===== config.mk =====
export PLATFORM = sky130hd
export DESIGN_NAME = biquad_coeff_loader_flat
export DESIGN_NICKNAME = d
export VERILOG_FILES = /design/src/rtl/biquad_coeff_loader_pkg.sv /design/src/rtl/biquad_coeff_loader_if.sv /design/src/rtl/biquad_wb_write_engine.sv /design/src/rtl/biquad_coeff_loader.sv /design/src/flat_wrapper.sv
export SDC_FILE = /design/constraint.sdc
export NUM_CORES = 1
export LEC_CHECK = 0
export BUFFER_PORTS_ARGS = -buffer_cell sky130_fd_sc_hd__buf_2
export CORE_UTILIZATION = 57
export DETAILED_ROUTE_END_ITERATION = 10
export PLACE_DENSITY = 0.86
export SLEW_MARGIN = 20
export SYNTH_ARGS = -nofsm -noshare
export SYNTH_HDL_FRONTEND = slang
export SYNTH_HIERARCHICAL = 1
export SYNTH_SLANG_ARGS = --single-unit

===== constraint.sdc =====
create_clock -name wb_clk_i -period 3.7 [get_ports wb_clk_i]
set_input_delay 0.74 -clock wb_clk_i [delete_from_list [all_inputs] [get_ports wb_clk_i]]
set_output_delay 0.74 -clock wb_clk_i [all_outputs]
set_load 0.01 [all_outputs]

===== src/rtl/biquad_coeff_loader_pkg.sv =====
// Shared types and address-field layout for the biquad coefficient loader.
package biquad_ctrl_pkg;

    typedef enum logic [2:0] {
        S_IDLE,
        S_FETCH,
        S_LATCH,
        S_WRITE,
        S_BACKOFF,
        S_UPDATE,
        S_DONE
    } state_e;

    localparam int STAGE_BIT = 7;
    localparam int IDX_MSB   = 6;
    localparam int IDX_LSB   = 2;
    localparam int BYP_W     = 6;

    function automatic logic [7:0] word_adr(input logic stage, input logic [4:0] idx);
        logic [7:0] a;
        a = '0;
        a[STAGE_BIT] = stage;
        a[IDX_MSB:IDX_LSB] = idx;
        return a;
    endfunction

endpackage


===== src/rtl/biquad_coeff_loader_if.sv =====
// Wishbone write path from the loader (initiator) to the biquad wrapper (target).
interface biquad_coeff_loader_if;
    // Handshake: the initiator holds cyc/stb/adr/dat stable until it samples
    // ack, err or rty high on a clock edge with stb high (err > rty > ack).
    logic        bq_cyc_o;
    logic        bq_stb_o;
    logic        bq_we_o;
    logic [7:0]  bq_adr_o;
    logic [31:0] bq_dat_o;
    logic [3:0]  bq_sel_o;
    logic        bq_ack_i;
    logic        bq_err_i;
    logic        bq_rty_i;

    modport master (
        output bq_cyc_o, bq_stb_o, bq_we_o, bq_adr_o, bq_dat_o, bq_sel_o,
        input  bq_ack_i, bq_err_i, bq_rty_i
    );

    modport slave (
        input  bq_cyc_o, bq_stb_o, bq_we_o, bq_adr_o, bq_dat_o, bq_sel_o,
        output bq_ack_i, bq_err_i, bq_rty_i
    );
endinterface


===== src/rtl/biquad_wb_write_engine.sv =====
// Single-word Wishbone write with retry backoff and response timeout.
module biquad_wb_write_engine
    import biquad_ctrl_pkg::*;
#(
    parameter int MAX_RTY = 3,
    parameter int TIMEOUT = 255
) (
    input  logic        clk,
    input  logic        rst,
    input  logic        go,
    input  logic [7:0]  adr,
    input  logic [31:0] dat,
    input  logic        ack,
    input  logic        err,
    input  logic        rty,
    output logic        cyc,
    output logic        stb,
    output logic [7:0]  wb_adr,
    output logic [31:0] wb_dat,
    output logic        ok,
    output logic        fail,
    output logic        retry
);
    localparam int RW = $clog2(MAX_RTY + 2);
    localparam int TW = $clog2(TIMEOUT + 1);

    state_e          state;
    logic [RW-1:0]   rty_cnt;
    logic [TW-1:0]   tmo_cnt;
    logic            in_write;
    logic            rty_left;
    logic            tmo_hit;

    // Responses are resolved combinationally so the caller can move on the same edge.
    always_comb begin
        in_write = (state == S_WRITE);
        rty_left = (rty_cnt < RW'(MAX_RTY));
        tmo_hit  = (tmo_cnt == TW'(TIMEOUT - 1));
        ok       = in_write && !err && !rty && ack;
        retry    = in_write && !err && rty && rty_left;
        fail     = in_write && (err || (rty && !rty_left) || (!rty && !ack && tmo_hit));
    end

    always_ff @(posedge clk) begin
        if (rst) begin
            state   <= S_IDLE;
            cyc     <= 1'b0;
            stb     <= 1'b0;
            wb_adr  <= '0;
            wb_dat  <= '0;
            rty_cnt <= '0;
            tmo_cnt <= '0;
        end else begin
            case (state)
                S_IDLE: if (go) begin
                    state   <= S_WRITE;
                    cyc     <= 1'b1;
                    stb     <= 1'b1;
                    wb_adr  <= adr;
                    wb_dat  <= dat;
                    rty_cnt <= '0;
                    tmo_cnt <= '0;
                end
                S_WRITE: begin
                    if (ok || fail) begin
                        state <= S_IDLE;
                        cyc   <= 1'b0;
                        stb   <= 1'b0;
                        if (ok) rty_cnt <= '0;
                    end else if (retry) begin
                        state   <= S_BACKOFF;
                        cyc     <= 1'b0;
                        stb     <= 1'b0;
                        rty_cnt <= rty_cnt + 1'b1;
                    end else begin
                        tmo_cnt <= tmo_cnt + 1'b1;
                    end
                end
                S_BACKOFF: begin
                    state   <= S_WRITE;
                    cyc     <= 1'b1;
                    stb     <= 1'b1;
                    tmo_cnt <= '0;
                end
                default: state <= S_IDLE;
            endcase
        end
    end

endmodule


===== src/rtl/biquad_coeff_loader.sv =====
// Sequencer that streams coefficient words from a local table into the two
// biquad stages and then applies bypass masks with a stretched update strobe.
module biquad_coeff_loader
    import biquad_ctrl_pkg::*;
#(
    parameter int NWORDS  = 24,
    parameter int MAX_RTY = 3,
    parameter int TIMEOUT = 255,
    parameter int UPD_LEN = 4
) (
    input  logic               wb_clk_i,
    input  logic               wb_rst_i,
    input  logic               start_i,
    input  logic [1:0]         stage_mask_i,
    input  logic [BYP_W-1:0]   byp0_i,
    input  logic [BYP_W-1:0]   byp1_i,
    output logic               busy_o,
    output logic               done_o,
    output logic               err_o,
    output logic               tbl_rd_o,
    output logic [5:0]         tbl_adr_o,
    input  logic [31:0]        tbl_dat_i,
    biquad_coeff_loader_if.master bq,
    output logic               notch_update_o,
    output logic [BYP_W-1:0]   notch0_byp_o,
    output logic [BYP_W-1:0]   notch1_byp_o,
    output state_e             state_dbg
);
    localparam int UW = $clog2(UPD_LEN + 1);

    state_e            state;
    logic              stage;
    logic [4:0]        idx;
    logic              stage1_sel;
    logic [BYP_W-1:0]  byp0_q;
    logic [BYP_W-1:0]  byp1_q;
    logic [UW-1:0]     upd_cnt;
    logic              eng_go;
    logic [7:0]        eng_adr;
    logic              eng_ok;
    logic              eng_fail;
    logic              eng_retry;
    logic              last_word;

    assign eng_go      = (state == S_LATCH);
    assign eng_adr     = word_adr(stage, idx);
    assign last_word   = (idx == 5'(NWORDS - 1));
    assign state_dbg   = state;
    assign bq.bq_we_o  = bq.bq_cyc_o;
    assign bq.bq_sel_o = 4'hF;

    // Table data arrives during LATCH and is captured by the engine on go.
    biquad_wb_write_engine #(
        .MAX_RTY (MAX_RTY),
        .TIMEOUT (TIMEOUT)
    ) u_engine (
        .clk    (wb_clk_i),
        .rst    (wb_rst_i),
        .go     (eng_go),
        .adr    (eng_adr),
        .dat    (tbl_dat_i),
        .ack    (bq.bq_ack_i),
        .err    (bq.bq_err_i),
        .rty    (bq.bq_rty_i),
        .cyc    (bq.bq_cyc_o),
        .stb    (bq.bq_stb_o),
        .wb_adr (bq.bq_adr_o),
        .wb_dat (bq.bq_dat_o),
        .ok     (eng_ok),
        .fail   (eng_fail),
        .retry  (eng_retry)
    );

    always_ff @(posedge wb_clk_i) begin
        if (wb_rst_i) begin
            state          <= S_IDLE;
            stage          <= 1'b0;
            idx            <= '0;
            stage1_sel     <= 1'b0;
            byp0_q         <= '0;
            byp1_q         <= '0;
            upd_cnt        <= '0;
            busy_o         <= 1'b0;
            done_o         <= 1'b0;
            err_o          <= 1'b0;
            tbl_rd_o       <= 1'b0;
            tbl_adr_o      <= '0;
            notch_update_o <= 1'b0;
            notch0_byp_o   <= '0;
            notch1_byp_o   <= '0;
        end else begin
            case (state)
                S_IDLE: if (start_i) begin
                    stage1_sel <= stage_mask_i[1];
                    byp0_q     <= byp0_i;
                    byp1_q     <= byp1_i;
                    err_o      <= 1'b0;
                    idx        <= '0;
                    busy_o     <= 1'b1;
                    stage      <= ~stage_mask_i[0];
                    if (stage_mask_i == 2'b00) begin
                        state          <= S_UPDATE;
                        notch_update_o <= 1'b1;
                        notch0_byp_o   <= byp0_i;
                        notch1_byp_o   <= byp1_i;
                        upd_cnt        <= '0;
                    end else begin
                        state     <= S_FETCH;
                        tbl_rd_o  <= 1'b1;
                        tbl_adr_o <= {~stage_mask_i[0], 5'd0};
                    end
                end
                S_FETCH: begin
                    tbl_rd_o <= 1'b0;
                    state    <= S_LATCH;
                end
                S_LATCH: state <= S_WRITE;
                S_WRITE, S_BACKOFF: begin
                    if (eng_fail) begin
                        // Abort skips UPDATE so the chain keeps its previous configuration.
                        err_o  <= 1'b1;
                        done_o <= 1'b1;
                        state  <= S_DONE;
                    end else if (eng_retry) begin
                        state <= S_BACKOFF;
                    end else if (eng_ok) begin
                        if (!last_word) begin
                            idx       <= idx + 5'd1;
                            tbl_adr_o <= {stage, idx + 5'd1};
                            tbl_rd_o  <= 1'b1;
                            state     <= S_FETCH;
                        end else if (!stage && stage1_sel) begin
                            stage     <= 1'b1;
                            idx       <= '0;
                            tbl_adr_o <= {1'b1, 5'd0};
                            tbl_rd_o  <= 1'b1;
                            state     <= S_FETCH;
                        end else begin
                            state          <= S_UPDATE;
                            notch_update_o <= 1'b1;
                            notch0_byp_o   <= byp0_q;
                            notch1_byp_o   <= byp1_q;
                            upd_cnt        <= '0;
                        end
                    end else if (state == S_BACKOFF) begin
                        state <= S_WRITE;
                    end
                end
                S_UPDATE: begin
                    if (upd_cnt == UW'(UPD_LEN - 1)) begin
                        notch_update_o <= 1'b0;
                        done_o         <= 1'b1;
                        state          <= S_DONE;
                    end else begin
                        upd_cnt <= upd_cnt + 1'b1;
                    end
                end
                S_DONE: begin
                    done_o <= 1'b0;
                    busy_o <= 1'b0;
                    state  <= S_IDLE;
                end
                default: state <= S_IDLE;
            endcase
        end
    end

endmodule


===== src/flat_wrapper.sv =====
// flat-port wrapper written by rule: the top's interface ports become plain ports
module biquad_coeff_loader_flat import biquad_ctrl_pkg::*;
#(
    parameter int NWORDS  = 24,
    parameter int MAX_RTY = 3,
    parameter int TIMEOUT = 255,
    parameter int UPD_LEN = 4
)
  (wb_clk_i, wb_rst_i, start_i, stage_mask_i, byp0_i, byp1_i, busy_o, done_o, err_o, tbl_rd_o, tbl_adr_o, tbl_dat_i, notch_update_o, notch0_byp_o, notch1_byp_o, state_dbg, bq_bq_cyc_o, bq_bq_stb_o, bq_bq_we_o, bq_bq_adr_o, bq_bq_dat_o, bq_bq_sel_o, bq_bq_ack_i, bq_bq_err_i, bq_bq_rty_i);
  biquad_coeff_loader_if bq_i ();
  input  logic wb_clk_i;
  input  logic wb_rst_i;
  input  logic start_i;
  input  logic [1:0] stage_mask_i;
  input  logic [BYP_W-1:0] byp0_i;
  input  logic [BYP_W-1:0] byp1_i;
  output logic busy_o;
  output logic done_o;
  output logic err_o;
  output logic tbl_rd_o;
  output logic [5:0] tbl_adr_o;
  input  logic [31:0] tbl_dat_i;
  output logic notch_update_o;
  output logic [BYP_W-1:0] notch0_byp_o;
  output logic [BYP_W-1:0] notch1_byp_o;
  output state_e state_dbg;
  output wire logic [$bits(bq_i.bq_cyc_o)-1:0] bq_bq_cyc_o;
  output wire logic [$bits(bq_i.bq_stb_o)-1:0] bq_bq_stb_o;
  output wire logic [$bits(bq_i.bq_we_o)-1:0] bq_bq_we_o;
  output wire logic [$bits(bq_i.bq_adr_o)-1:0] bq_bq_adr_o;
  output wire logic [$bits(bq_i.bq_dat_o)-1:0] bq_bq_dat_o;
  output wire logic [$bits(bq_i.bq_sel_o)-1:0] bq_bq_sel_o;
  input wire logic [$bits(bq_i.bq_ack_i)-1:0] bq_bq_ack_i;
  input wire logic [$bits(bq_i.bq_err_i)-1:0] bq_bq_err_i;
  input wire logic [$bits(bq_i.bq_rty_i)-1:0] bq_bq_rty_i;
  assign bq_bq_cyc_o = bq_i.bq_cyc_o;
  assign bq_bq_stb_o = bq_i.bq_stb_o;
  assign bq_bq_we_o = bq_i.bq_we_o;
  assign bq_bq_adr_o = bq_i.bq_adr_o;
  assign bq_bq_dat_o = bq_i.bq_dat_o;
  assign bq_bq_sel_o = bq_i.bq_sel_o;
  assign bq_i.bq_ack_i = bq_bq_ack_i;
  assign bq_i.bq_err_i = bq_bq_err_i;
  assign bq_i.bq_rty_i = bq_bq_rty_i;
  biquad_coeff_loader #(.NWORDS(NWORDS), .MAX_RTY(MAX_RTY), .TIMEOUT(TIMEOUT), .UPD_LEN(UPD_LEN)) u_core (.wb_clk_i(wb_clk_i), .wb_rst_i(wb_rst_i), .start_i(start_i), .stage_mask_i(stage_mask_i), .byp0_i(byp0_i), .byp1_i(byp1_i), .busy_o(busy_o), .done_o(done_o), .err_o(err_o), .tbl_rd_o(tbl_rd_o), .tbl_adr_o(tbl_adr_o), .tbl_dat_i(tbl_dat_i), .bq(bq_i), .notch_update_o(notch_update_o), .notch0_byp_o(notch0_byp_o), .notch1_byp_o(notch1_byp_o), .state_dbg(state_dbg));
endmodule

* After elaboration in Yosys (flattened, before gate mapping)
Index checks and enable logic that the tools add are counted.
** Storage, ports and cells
- Flip-flop bits (word level) :: 101
- Bits of input ports :: 52
- Output and inout bits :: 73
- Word-level logic and storage cells :: 200
** Cells by class
- $add $sub $neg :: 4
- Order comparisons :: 1
- Eq/ne operators :: 30
- Multiplexer cells :: 97
- Bitwise logic cells :: 1
- Reduce and logical (&&, ||, !) cells :: 46
** Operators by type and width (count)
- $mux 6 :: 21
- $mux 3 :: 24
- $pmux 6 s2 :: 3
- $mux 5 :: 6
- $mux 1 :: 27
- $mux 8 :: 3
- $pmux 8 s3 :: 1
- $reduce_and 7->1 :: 3
- $ne 2x2->1 const B :: 10
- $pmux 3 s3 :: 2
- $reduce_and 9->1 :: 2
- $pmux 3 s5 :: 1
- $eq 3x2->1 const B :: 4
- $eq 3x3->1 const B :: 4
- $pmux 1 s3 :: 4
- $reduce_and 3->1 :: 4
- $reduce_bool 3->1 :: 4
- $logic_and 1x1->1 :: 10
- $ne 2x1->1 const B :: 5
- $pmux 5 s2 :: 1
- $add 8x1->8 const B :: 1
- $eq 8x8->1 const B :: 1
- $reduce_and 2->1 :: 4
- $reduce_and 4->1 :: 2
- 19 further kinds :: 32

* Longest topological paths before layout
- Depth after elaboration :: 9
- Depth in mapped cells :: 11
- Gate-level depth less buffers :: 10

* Hierarchy
The synthesis kept the hierarchy.
** By module, submodules not included
- biquad_coeff_loader :: instances 1, cells each 302, area each 2538.7 sq um, sequential area each 960.9 sq um
- biquad_wb_write_engine :: instances 1, cells each 260, area each 2090.8 sq um, sequential area each 1081.0 sq um

* Worst setup path before layout
Ideal clock, no wire load.
- Path type :: input to register
- Start point :: input bq_bq_err_i
- End point :: register u_core.notch0_byp_o[1]
- Library setup time :: 147 ps
- Data arrival time :: 2443 ps
- Required time :: 3553 ps
- Slack :: 1110 ps
- Stages :: 7
- Buffers on the path :: 1
- Cell sequence :: or2_2 > nor2_1 > or3b_4 > o32ai_4 > and3_4 > buf_12 > a311oi_2
** Between the ends
- Cells in the longest elaborated chain, start to end :: 6
- Elaborated cells on any way between the ends :: 13
- Classes of those cells :: 3 x eq/ne; 10 x reduce/logical
** Ends and longest elaborated chain
- from (decl) :: RTL line flat_wrapper.sv:34 : input wire logic [$bits(bq_i.bq_err_i)-1:0] bq_bq_err_i;
- $logic_not 1->1 :: RTL line biquad_wb_write_engine.sv:39 : ok = in_write && !err && !rty && ack;
- $logic_and 1x1->1 (3 in a row) :: RTL line biquad_wb_write_engine.sv:39
- named net u_core.eng_ok :: RTL line biquad_coeff_loader.sv:40 : logic eng_ok;
- $ne 2x2->1 (no line)
- $reduce_and 8->1 (no line)
- to (signal assigned) :: RTL line biquad_coeff_loader.sv:104 : notch0_byp_o <= byp0_i;
- to (signal assigned) :: RTL line biquad_coeff_loader.sv:141 : notch0_byp_o <= byp0_q;
- to (decl) :: RTL line biquad_coeff_loader.sv:25 : output logic [BYP_W-1:0] notch0_byp_o,
The timed path passes the listed nets, and every way through them passes these cells.
A chain may end at the register's enable or synchronous reset.

* Final worst setup path
- Start point :: register u_core.u_engine.state[2]
- End point :: register u_core.notch1_byp_o[0]
** Between the ends
- Cells in the longest elaborated chain, start to end :: 6
- Elaborated cells on any way between the ends :: 11
- Classes of those cells :: 4 x eq/ne; 7 x reduce/logical
** Ends and longest elaborated chain
- from (decl) :: RTL line biquad_wb_write_engine.sv:27 : state_e state;
- from (signal assigned) :: RTL line biquad_wb_write_engine.sv:46 : state <= S_IDLE;
- from (signal assigned) :: RTL line biquad_wb_write_engine.sv:56 : state <= S_WRITE;
- from (signal assigned) :: RTL line biquad_wb_write_engine.sv:66 : state <= S_IDLE;
- $eq 3x2->1 :: RTL line biquad_wb_write_engine.sv:36 : in_write = (state == S_WRITE);
- $logic_and 1x1->1 (3 in a row) :: RTL line biquad_wb_write_engine.sv:39
- named net u_core.eng_ok :: RTL line biquad_coeff_loader.sv:40
- $ne 2x2->1 (no line)
- $reduce_and 8->1 (no line)
- to (signal assigned) :: RTL line biquad_coeff_loader.sv:105 : notch1_byp_o <= byp1_i;
- to (signal assigned) :: RTL line biquad_coeff_loader.sv:142 : notch1_byp_o <= byp1_q;
- to (decl) :: RTL line biquad_coeff_loader.sv:26 : output logic [BYP_W-1:0] notch1_byp_o,
The timed path passes the listed nets, and every way through them passes these cells.

==> impl_metrics.tcl <==
set metrics [dict create \
    io_buffers 120 \
    synthCells 562 \
    worstMarginPinSlew_ps 981 \
    layout-drive-gt1-share 0.253 \
    syn_to_final_growth_pct 16.6 \
    holdBufCountCts 0 \
    status "finished clean" \
    dieArea_mm2 0.00849 \
    ant_nets 0 \
    ys.flop_type "dfxtp_1" \
    cts_max_path_buffers 2 \
    post_cts_buffers 0 \
    yosys_warnings 6 \
    cp.required_ps 3940 \
    ir_worst_vdd_mv 0.253 \
    setup_viol 0 \
    num_vias 4389 \
    fillCellCount 669 \
    wirelength_um 10900 \
    power.share.sequential 0.494 \
    clockPowerShare 0.265 \
    hold_violations 0 \
    grt-busiest-layer "met2" \
    antenna_cells 0 \
    clock_skew_ps 8.29 \
    dp_hpwl_um 7550 \
    numCtsBuffers 9 \
    gp_congestion 0.919 \
    internal_power_mw 1.71 \
    cp-end-kind "flop" \
    critPathKind "reg -> reg" \
    grt_overflow 0 \
    fin_crit_sh 0.774 \
    synth-edff-count 0 \
    synth_area_per_cell_um2 8.24 \
    fin_nets 720 \
    die-width_um 92.1 \
    p_per_area_mw_per_mm2 474 \
    fmax_mhz 349 \
    swShare 0.333 \
    drt-wirelength-per-cell_um 14.1 \
    cts.htree.levels 3 \
    first_pass_iters 5 \
    globalRouteMet2Util 0.450 \
    p_switching_uw 853 \
    worstPathArrival_ps 3110 \
    max-cap-violations 0 \
    ys_types 64 \
    clkTransAtPathRegs_ps 100 \
    viasPerCell 5.71 \
    drc 0 \
    ys_async_sr_fraction 0 \
    ctsRootBufferMaster "clkbuf_8" \
    utilization 0.692 \
    yosysSeqAreaShare 0.441 \
    use_met1 0.318 \
    rsz0062_at_grt "no" \
    p_comb_frac 0.241 \
    core-area_mm2 0.00781 \
    hp-class "reg -> reg" \
    setup_tns_ps 0 \
    start_util 0.593 \
    p_leak_nw 2.26 \
    max_slew_margin 0.344 \
    antenna_found_initial 0 \
    startpoint_type "flop" \
    grt_pass1_vias 3996 \
    grt_pass1_wl_um 17800 \
    row_count 32 \
    crit_path_max_fanout 13 \
    ios 125 \
    min_period_ps 2860 \
    grt_usage 0.258 \
    grt_max_degree 41 \
    clock_sinks 102 \
    cts_tree "yes" \
    ys_ff_latch 102 \
    synth_area_mm2 0.00463 \
    cts.repair.resized 0 \
    use_met3 0.0498 \
    clock_latency_ps 370 \
    drv_slew 0 \
    drtIter0Drc 216 \
    die_y_um 92.1 \
]
through the flow:
stage | hold slack, ps | cell area, um2 | setup slack [ps] | power (mW) | instances
final | 458 | 5400 | 835 | 2.56 | 769
after global routing | 473 | 5400 | 638 | 2.69 | 769
after CTS | 459 | 5390 | 858 | 2.56 | 768
after detailed placement | 444 | 5200 | 534 | 1.90 | 752
after global placement | 439 | 5200 | 627 | 1.87 | 752
after floorplan | 435 | 4640 | 1110 | 1.72 | 566
metal layers:
metal / share of wire / vias to the layer above
li1: - / 2166
met3: 0.059 / 18
met4: 0.012 / 0
met5: 0 / -
met2: 0.51 / 163
met1: 0.42 / 2042
logic make-up after synthesis:
family	share of synthesized area
multiplexers	0.0222
buffers and inverters	0.0576
adder cells (fa/ha/maj)	0.0162
AND/OR/NAND/NOR	0.229
other	0.00162
flip-flops	0.441
AO/OA/AOI/OAI	0.228
XOR/XNOR	0.00378
area by class of cell:
class	instances	area, um2	share of cell area
timing repair buffer	127	653	0.121
multi-input combinational	410	2340	0.434
sequential	102	2040	0.378
tap	102	128	0.0236
clock inverter	6	51.3	0.00950
clock buffer	10	138	0.0255
inverter	12	45.0	0.00834
sequential cells by signal, summed over array words and instances, names as in the netlist:
| register | flops |
|---|---|
| u_core/u_engine/state | 2 |
| u_core/tbl_adr_o | 6 |
| u_core/stage1_sel | 1 |
| u_core/u_engine/wb_adr | 8 |
| u_core/busy_o | 1 |
| u_core/u_engine/stb | 1 |
| u_core/upd_cnt | 3 |
| u_core/done_o | 1 |
| u_core/stage | 1 |
| u_core/state_dbg | 3 |
| u_core/err_o | 1 |
| u_core/u_engine/wb_dat | 32 |
| u_core/idx | 5 |
| u_core/notch1_byp_o | 6 |
| u_core/tbl_rd_o | 1 |
| u_core/notch0_byp_o | 6 |
| u_core/byp1_q | 6 |
| u_core/byp0_q | 6 |
| u_core/notch_update_o | 1 |
| u_core/u_engine/rty_cnt | 3 |
| u_core/u_engine/tmo_cnt | 8 |
power groups by stage:
stage / Combinational [mW] / Clock [mW] / Sequential (mW)
after detailed placement: 0.607 / 0 / 1.29
after global routing: 0.676 / 0.735 / 1.28
after CTS: 0.607 / 0.691 / 1.27
after floorplan: 0.425 / 0 / 1.30
final: 0.616 / 0.679 / 1.27
after global placement: 0.583 / 0 / 1.29
cell usage in the layout, fill, tap and decap left out, types with 6 or more instances in the layout:
| cell | count |
|---|---|
| nand4_1 | 6 |
| clkbuf_8 | 10 |
| o21ai_0 | 13 |
| ha_1 | 6 |
| conb_1 | 6 |
| nor3_1 | 7 |
| a21oi_1 | 66 |
| dfxtp_1 | 102 |
| a311oi_2 | 10 |
| buf_4 | 7 |
| nand2_1 | 148 |
| a31oi_1 | 16 |
| nor2_1 | 23 |
| mux2i_1 | 8 |
| nand3_1 | 12 |
| inv_1 | 12 |
| buf_2 | 120 |
synthesized netlist by cell type (3+ instances only):
cell type,instances,area share
a211oi_1,3,0.0049
a21boi_0,3,0.0049
a21oi_1,66,0.071
a22oi_1,4,0.0065
a311oi_2,10,0.032
a31oi_1,16,0.022
buf_2,8,0.0086
buf_4,8,0.013
clkbuf_1,24,0.019
dfxtp_1,102,0.44
ha_1,6,0.016
inv_1,12,0.0097
mux2i_1,8,0.017
nand2_1,148,0.12
nand2b_1,3,0.0041
nand3_1,12,0.013
nand4_1,6,0.0081
nor2_1,23,0.019
nor2b_1,4,0.0054
nor3_1,7,0.0076
nor4_1,4,0.0054
o21a_1,3,0.0049
o21ai_0,13,0.014
o22ai_1,4,0.0054
o31ai_1,4,0.0065
o41ai_1,3,0.0057
or3_1,5,0.0068
critical path: stages (launching register included):
cell and delay, ps:
dfxtp_1 360, nand2b_1 210, or2_2 310, nor2_1 310, or3b_4 470, o32ai_4 530, and3_4 430, a311oi_2 130
worst paths after layout:
check                             startpoint  cells after the start                         end  slack [ps]
hold / removal    u_core/u_engine/wb_dat[17]                      2  u_core/u_engine/wb_dat[17]         460
hold reg to reg   u_core/u_engine/wb_dat[17]                      2  u_core/u_engine/wb_dat[17]         460
setup / recovery    u_core/u_engine/state[2]                      7      u_core/notch1_byp_o[0]         840
setup reg to reg    u_core/u_engine/state[2]                      7      u_core/notch1_byp_o[0]         840
No activity file was read; power rests on OpenSTA's default activity.
